### config.mk
export PLATFORM = sky130hd
export DESIGN_NAME = cu_ws
export DESIGN_NICKNAME = d
export VERILOG_FILES = /design/src/rtl/cu_ws.sv
export SDC_FILE = /design/constraint.sdc
export NUM_CORES = 1
export LEC_CHECK = 0
export CORE_MARGIN = 2
export CORE_UTILIZATION = 25
export DETAILED_ROUTE_END_ITERATION = 8
export GPL_ROUTABILITY_DRIVEN = 1
export GPL_TIMING_DRIVEN = 1
export SKIP_CTS_REPAIR_TIMING = 1
export SLEW_MARGIN = 20
export SYNTH_ARGS = -nofsm -noshare
export SYNTH_HDL_FRONTEND = slang
export SYNTH_SLANG_ARGS = --single-unit
export TNS_END_PERCENT = 100
### constraint.sdc
create_clock -name Clock -period 2.55 [get_ports Clock]
set_input_delay 0.51 -clock Clock [delete_from_list [all_inputs] [get_ports Clock]]
set_output_delay 0.51 -clock Clock [all_outputs]
set_load 0.01 [all_outputs]
### src/rtl/cu_ws.sv
// cu_ws: multi-cycle control unit for the 8-instruction accumulator CPU.
// It decodes opcode IR[7:5] and drives the PC, IR, accumulator and memory strobes.
// Parameters:
//   MEM_WAIT   - extra wait cycles in each memory-access state (0..15).
//   ENTER_EDGE - INPUT completes on an Enter level (0) or a rising edge (1).
// Optional single-step gate on START: define CU_STEP_EN.
// Ports:
//   Clock, Reset (sync, active high)
//   Enter, Step, IR[2:0], Aeq0, Apos
//   IRload, JMPmux, PCload, Meminst, MemWr, Aload, Sub, Halt, Asel[1:0]
//   CheckState[3:0]
module cu_ws #(
    parameter int MEM_WAIT   = 0,
    parameter int ENTER_EDGE = 0
) (
    input  logic       Clock,
    input  logic       Reset,
    input  logic       Enter,
    input  logic       Step,
    input  logic [2:0] IR,
    input  logic       Aeq0,
    input  logic       Apos,
    output logic       IRload,
    output logic       JMPmux,
    output logic       PCload,
    output logic       Meminst,
    output logic       MemWr,
    output logic       Aload,
    output logic       Sub,
    output logic       Halt,
    output logic [1:0] Asel,
    output logic [3:0] CheckState
);

    typedef enum logic [3:0] {
        S_START  = 4'd0,
        S_FETCH  = 4'd1,
        S_DECODE = 4'd2,
        S_LOAD   = 4'd3,
        S_STORE  = 4'd4,
        S_ADD    = 4'd5,
        S_SUB    = 4'd6,
        S_INPUT  = 4'd7,
        S_JZ     = 4'd8,
        S_JPOS   = 4'd9,
        S_HALT   = 4'd10
    } state_e;

    state_e     state_q, state_d;
    logic [3:0] cnt_q, cnt_d;
    logic       enter_prev_q, enter_prev_d;

    logic       last_cyc;
    logic       enter_ok;

    // Non-final stretch cycles count up; any transition clears the counter.
    assign last_cyc = (cnt_q == 4'(MEM_WAIT));

    generate
        if (ENTER_EDGE != 0) begin : g_edge
            assign enter_ok = Enter & ~enter_prev_q;
        end else begin : g_level
            assign enter_ok = Enter;
        end
    endgenerate

`ifndef CU_STEP_EN
    logic unused_step;
    assign unused_step = Step;
`endif

    always_comb begin
        state_d      = state_q;
        cnt_d        = 4'd0;
        enter_prev_d = Enter;
        IRload       = 1'b0;
        JMPmux       = 1'b0;
        PCload       = 1'b0;
        Meminst      = 1'b0;
        MemWr        = 1'b0;
        Aload        = 1'b0;
        Sub          = 1'b0;
        Halt         = 1'b0;
        Asel         = 2'b00;

        case (state_q)
            S_START: begin
`ifdef CU_STEP_EN
                state_d = Step ? S_FETCH : S_START;
`else
                state_d = S_FETCH;
`endif
            end
            S_FETCH: begin
                IRload = last_cyc;
                PCload = last_cyc;
            end
            S_DECODE: begin
                Meminst = 1'b1;
                case (IR)
                    3'b000:  state_d = S_LOAD;
                    3'b001:  state_d = S_STORE;
                    3'b010:  state_d = S_ADD;
                    3'b011:  state_d = S_SUB;
                    3'b100:  state_d = S_INPUT;
                    3'b101:  state_d = S_JZ;
                    3'b110:  state_d = S_JPOS;
                    default: state_d = S_HALT;
                endcase
            end
            S_LOAD: begin
                Meminst = 1'b1;
                Asel    = 2'b10;
                Aload   = last_cyc;
            end
            S_STORE: begin
                Meminst = 1'b1;
                MemWr   = last_cyc;
            end
            S_ADD: begin
                Meminst = 1'b1;
                Aload   = last_cyc;
            end
            S_SUB: begin
                Meminst = 1'b1;
                Sub     = 1'b1;
                Aload   = last_cyc;
            end
            S_INPUT: begin
                Asel  = 2'b01;
                Aload = enter_ok;
                if (enter_ok) state_d = S_START;
            end
            S_JZ: begin
                JMPmux  = 1'b1;
                PCload  = Aeq0;
                state_d = S_START;
            end
            S_JPOS: begin
                JMPmux  = 1'b1;
                PCload  = Apos;
                state_d = S_START;
            end
            S_HALT: begin
                Halt = 1'b1;
            end
            default: state_d = S_START;
        endcase

        // Stretched states either advance on the final cycle or keep counting.
        case (state_q)
            S_FETCH, S_LOAD, S_STORE, S_ADD, S_SUB: begin
                if (last_cyc) begin
                    state_d = (state_q == S_FETCH) ? S_DECODE : S_START;
                end else begin
                    cnt_d = cnt_q + 4'd1;
                end
            end
            default: ;
        endcase

        // A reset cycle never issues a strobe, so aborted work leaves no trace.
        if (Reset) begin
            IRload = 1'b0;
            PCload = 1'b0;
            MemWr  = 1'b0;
            Aload  = 1'b0;
            Halt   = 1'b0;
        end
    end

    always_ff @(posedge Clock) begin
        if (Reset) begin
            state_q      <= S_START;
            cnt_q        <= 4'd0;
            enter_prev_q <= 1'b0;
        end else begin
            state_q      <= state_d;
            cnt_q        <= cnt_d;
            enter_prev_q <= enter_prev_d;
        end
    end

    assign CheckState = state_q;

endmodule

==> results.toml <==
[critical_path]
r2r_start = "cnt_q[0]"
ff2ff_path_depth = 6
startpoint = "Reset"
r2r_end = "CheckState[0]"
crit_arrival_ns = 1.98
crit_end = "Halt"
rrSetupSlack_ns = 0.94
cp-end-kind = "output port"
crit_type = "in -> out"
crit_fanout = 6
critPathRequiredTime_ns = 2.04
cp-start-kind = "input port"

[floorplanning]
dieArea_mm2 = 0.00280
die_x_um = 53.0
coreArea_mm2 = 0.00223
die_y_um = 53.0
start_util = 0.268
rows = 17
io_pins = 23

[global_route]
grt_pass1_vias = 629
track_usage = 0.135
grt_start_max_net_pins = 14
grt_pass1_wl_mm = 2.66
grt_overflow_total = 0
antenna_found_initial = 0

[clock_network]
htreeDepth = 1
insertion_delay_ns = 0.26
cts.sinks = 8
cts_buffers = 3
clk_pin_slew_ns = 0.05
clock_path_buffers = 2
root_buffer = "clkbuf_4"
cts_tree = "done"

[sta]
relSlewSlack = 0.735
hold_viol = 0
tightestPinTransition_ns = 0.397
rsz0062_at_grt = "false"
fmaxAchievable_ghz = 0.402
finalSetupTns_ns = 0
slew_violations = 0
finalSetupViolCount = 0
fin_crit_sh = 0.976
period_needed_ns = 2.49
finClkSkew_ns = 0.0106

[finish]
final_nets = 117
n_antenna_cell = 0
fill_cells = 239
area_growth_pct = 52.6
drive_above_1_share = 0.163
fin_util = 0.410
stdcell_area_um2 = 915

[power]
p_leak_nw = 0.407
peakVddDrop_v = 0.000348
finalPower_w = 0.000642
cellPowerDensity_mw_per_mm2 = 702

[yosys]
async_reset_ff_frac = 0
avgSynthCellArea_um2 = 7.78
synth.cell_area_um2 = 599
muxShareOfSynthArea = 0.0355
yosysSeqAreaShare = 0.267
synthSimpleGateAreaFrac = 0.303
synth_top_family_by_area = "simple AND/OR/NAND/NOR gates"
synthTopCellsByCount = "nor2_1 (11), dfxtp_1 (8), inv_1 (7)"
synth_area_leaders = "dfxtp_1 (27%), nor2_1 (6.9%), nor3_1 (5.0%)"
synthAdderAreaFrac = 0.0418
synth_top_area_share = 0.267
synth_compound_area_frac = 0.213
yosys.area.top_type = "dfxtp_1"
ys_types = 32
syn_inst = 77
synth-xor-area-share = 0.0438
synth_nets = 88
synth_most_common_cell = "nor2_1"
synth_flop_cell = "dfxtp_1"
yosys_warnings = 0
synth_edf_count = 0
yosys_register_bits = 8

[route]
vias = 658
routedWlPerCell_um = 12.5
drcViolationCount = 0
drt-pass1-iter-count = 4
drt_iter0_drc = 9
routed_wl_mm = 1.65
drt-vias-per-instance = 4.98
ant_nets = 0

[placed_design]
globalplace.congestion = 0.858
port_buffers = 21
dp_hpwl_mm = 1.22
placed_area_um2 = 858

[job]
cap_violations = 0

[worst_hold_path]
hp-class = "reg -> reg"

[status]
status = "finished, final reports clean"
power breakdown:
part           switching [W]  internal (W)
Clock              0.0000446     0.0000540
Sequential         0.0000448      0.000143
Combinational       0.000168      0.000187
Total               0.000258      0.000384
area by class of cell:
class                   instances  area, um^2  share of cell area
multi-input cells              58         398               0.435
repair buffers                 28         273               0.298
flip-flops and latches          8         160               0.175
well taps                      28        35.0              0.0383
inverters                       7        26.3              0.0287
clock buffers                   3        22.5              0.0246
kinds of logic (layout without fill, tap and decap cells):
logic type,count (synthesis),count (layout)
AO/OA/AOI/OAI,16,16
XOR/XNOR,3,3
adder cells (fa/ha/maj),2,2
buffers and inverters,11,38
flip-flops,8,8
multiplexers,2,2
AND/OR/NAND/NOR,35,35
layout by cell type, fill, tap and decap left out:
cell type	count
xnor2_1	2
a31oi_1	3
dfxtp_1	8
o21ai_0	5
nor2b_1	1
nor3b_1	1
nand2_1	4
mux2i_1	1
nor2_1	11
nand3_1	1
buf_4	7
ha_1	2
a2111oi_4	1
a211oi_2	1
nand2b_1	3
a2111oi_0	1
nand3b_1	1
o21ai_1	2
clkdlybuf4s50_1	17
clkbuf_4	3
nand3_2	1
a21o_2	1
or3_1	1
nor4_1	1
xor2_1	1
and3b_1	1
nor3_1	5
a21o_1	1
inv_1	7
a41oi_1	1
or3b_4	1
and3_1	2
nor3_4	1
mux2_2	1
dlymetal6s2s_1	4
state kept, by name (all words and copies together) (netlist names):
signal / count
CheckState: 4
cnt_q: 4
per-stage QoR:
| stage | hold slack [ns] | setup slack (ns) | std cells |
|---|---|---|---|
| CTS | 0.469 | -0.217 | 131 |
| finish | 0.465 | 0.0603 | 132 |
| global route | 0.517 | 0.00475 | 132 |
| global placement | 0.444 | 0.0362 | 128 |
| detailed placement | 0.456 | 0.0467 | 128 |
| floorplan | 0.430 | 0.654 | 77 |
critical path, stage by stage:
cell and delay, ns:
clkdlybuf4s50_1 0.47, buf_4 0.19, nor4_1 0.22, clkdlybuf4s50_1 0.59
worst min-delay path by stage:
stage	depth (start not counted)	slack (ns)	startpoint	endpoint
floorplan	1	0.43	cnt_q[0]	cnt_q[0]
global placement	1	0.44	cnt_q[0]	cnt_q[0]
detailed placement	1	0.46	cnt_q[0]	cnt_q[0]
CTS	1	0.47	cnt_q[0]	cnt_q[0]
global route	1	0.52	cnt_q[0]	cnt_q[0]
finish	1	0.47	cnt_q[0]	cnt_q[0]
per-layer routing:
| layer | vias up | routed length (um) | global-route usage |
|---|---|---|---|
| met2 | 32 | 781 | 0.221 |
| met3 | 5 | 140 | 0.0424 |
| met5 | - | 0 | 0 |
| li1 | 325 | - | - |
| met4 | 0 | 38 | 0.0812 |
| met1 | 296 | 690 | 0.151 |
No activity file was read; power rests on OpenSTA's default activity.
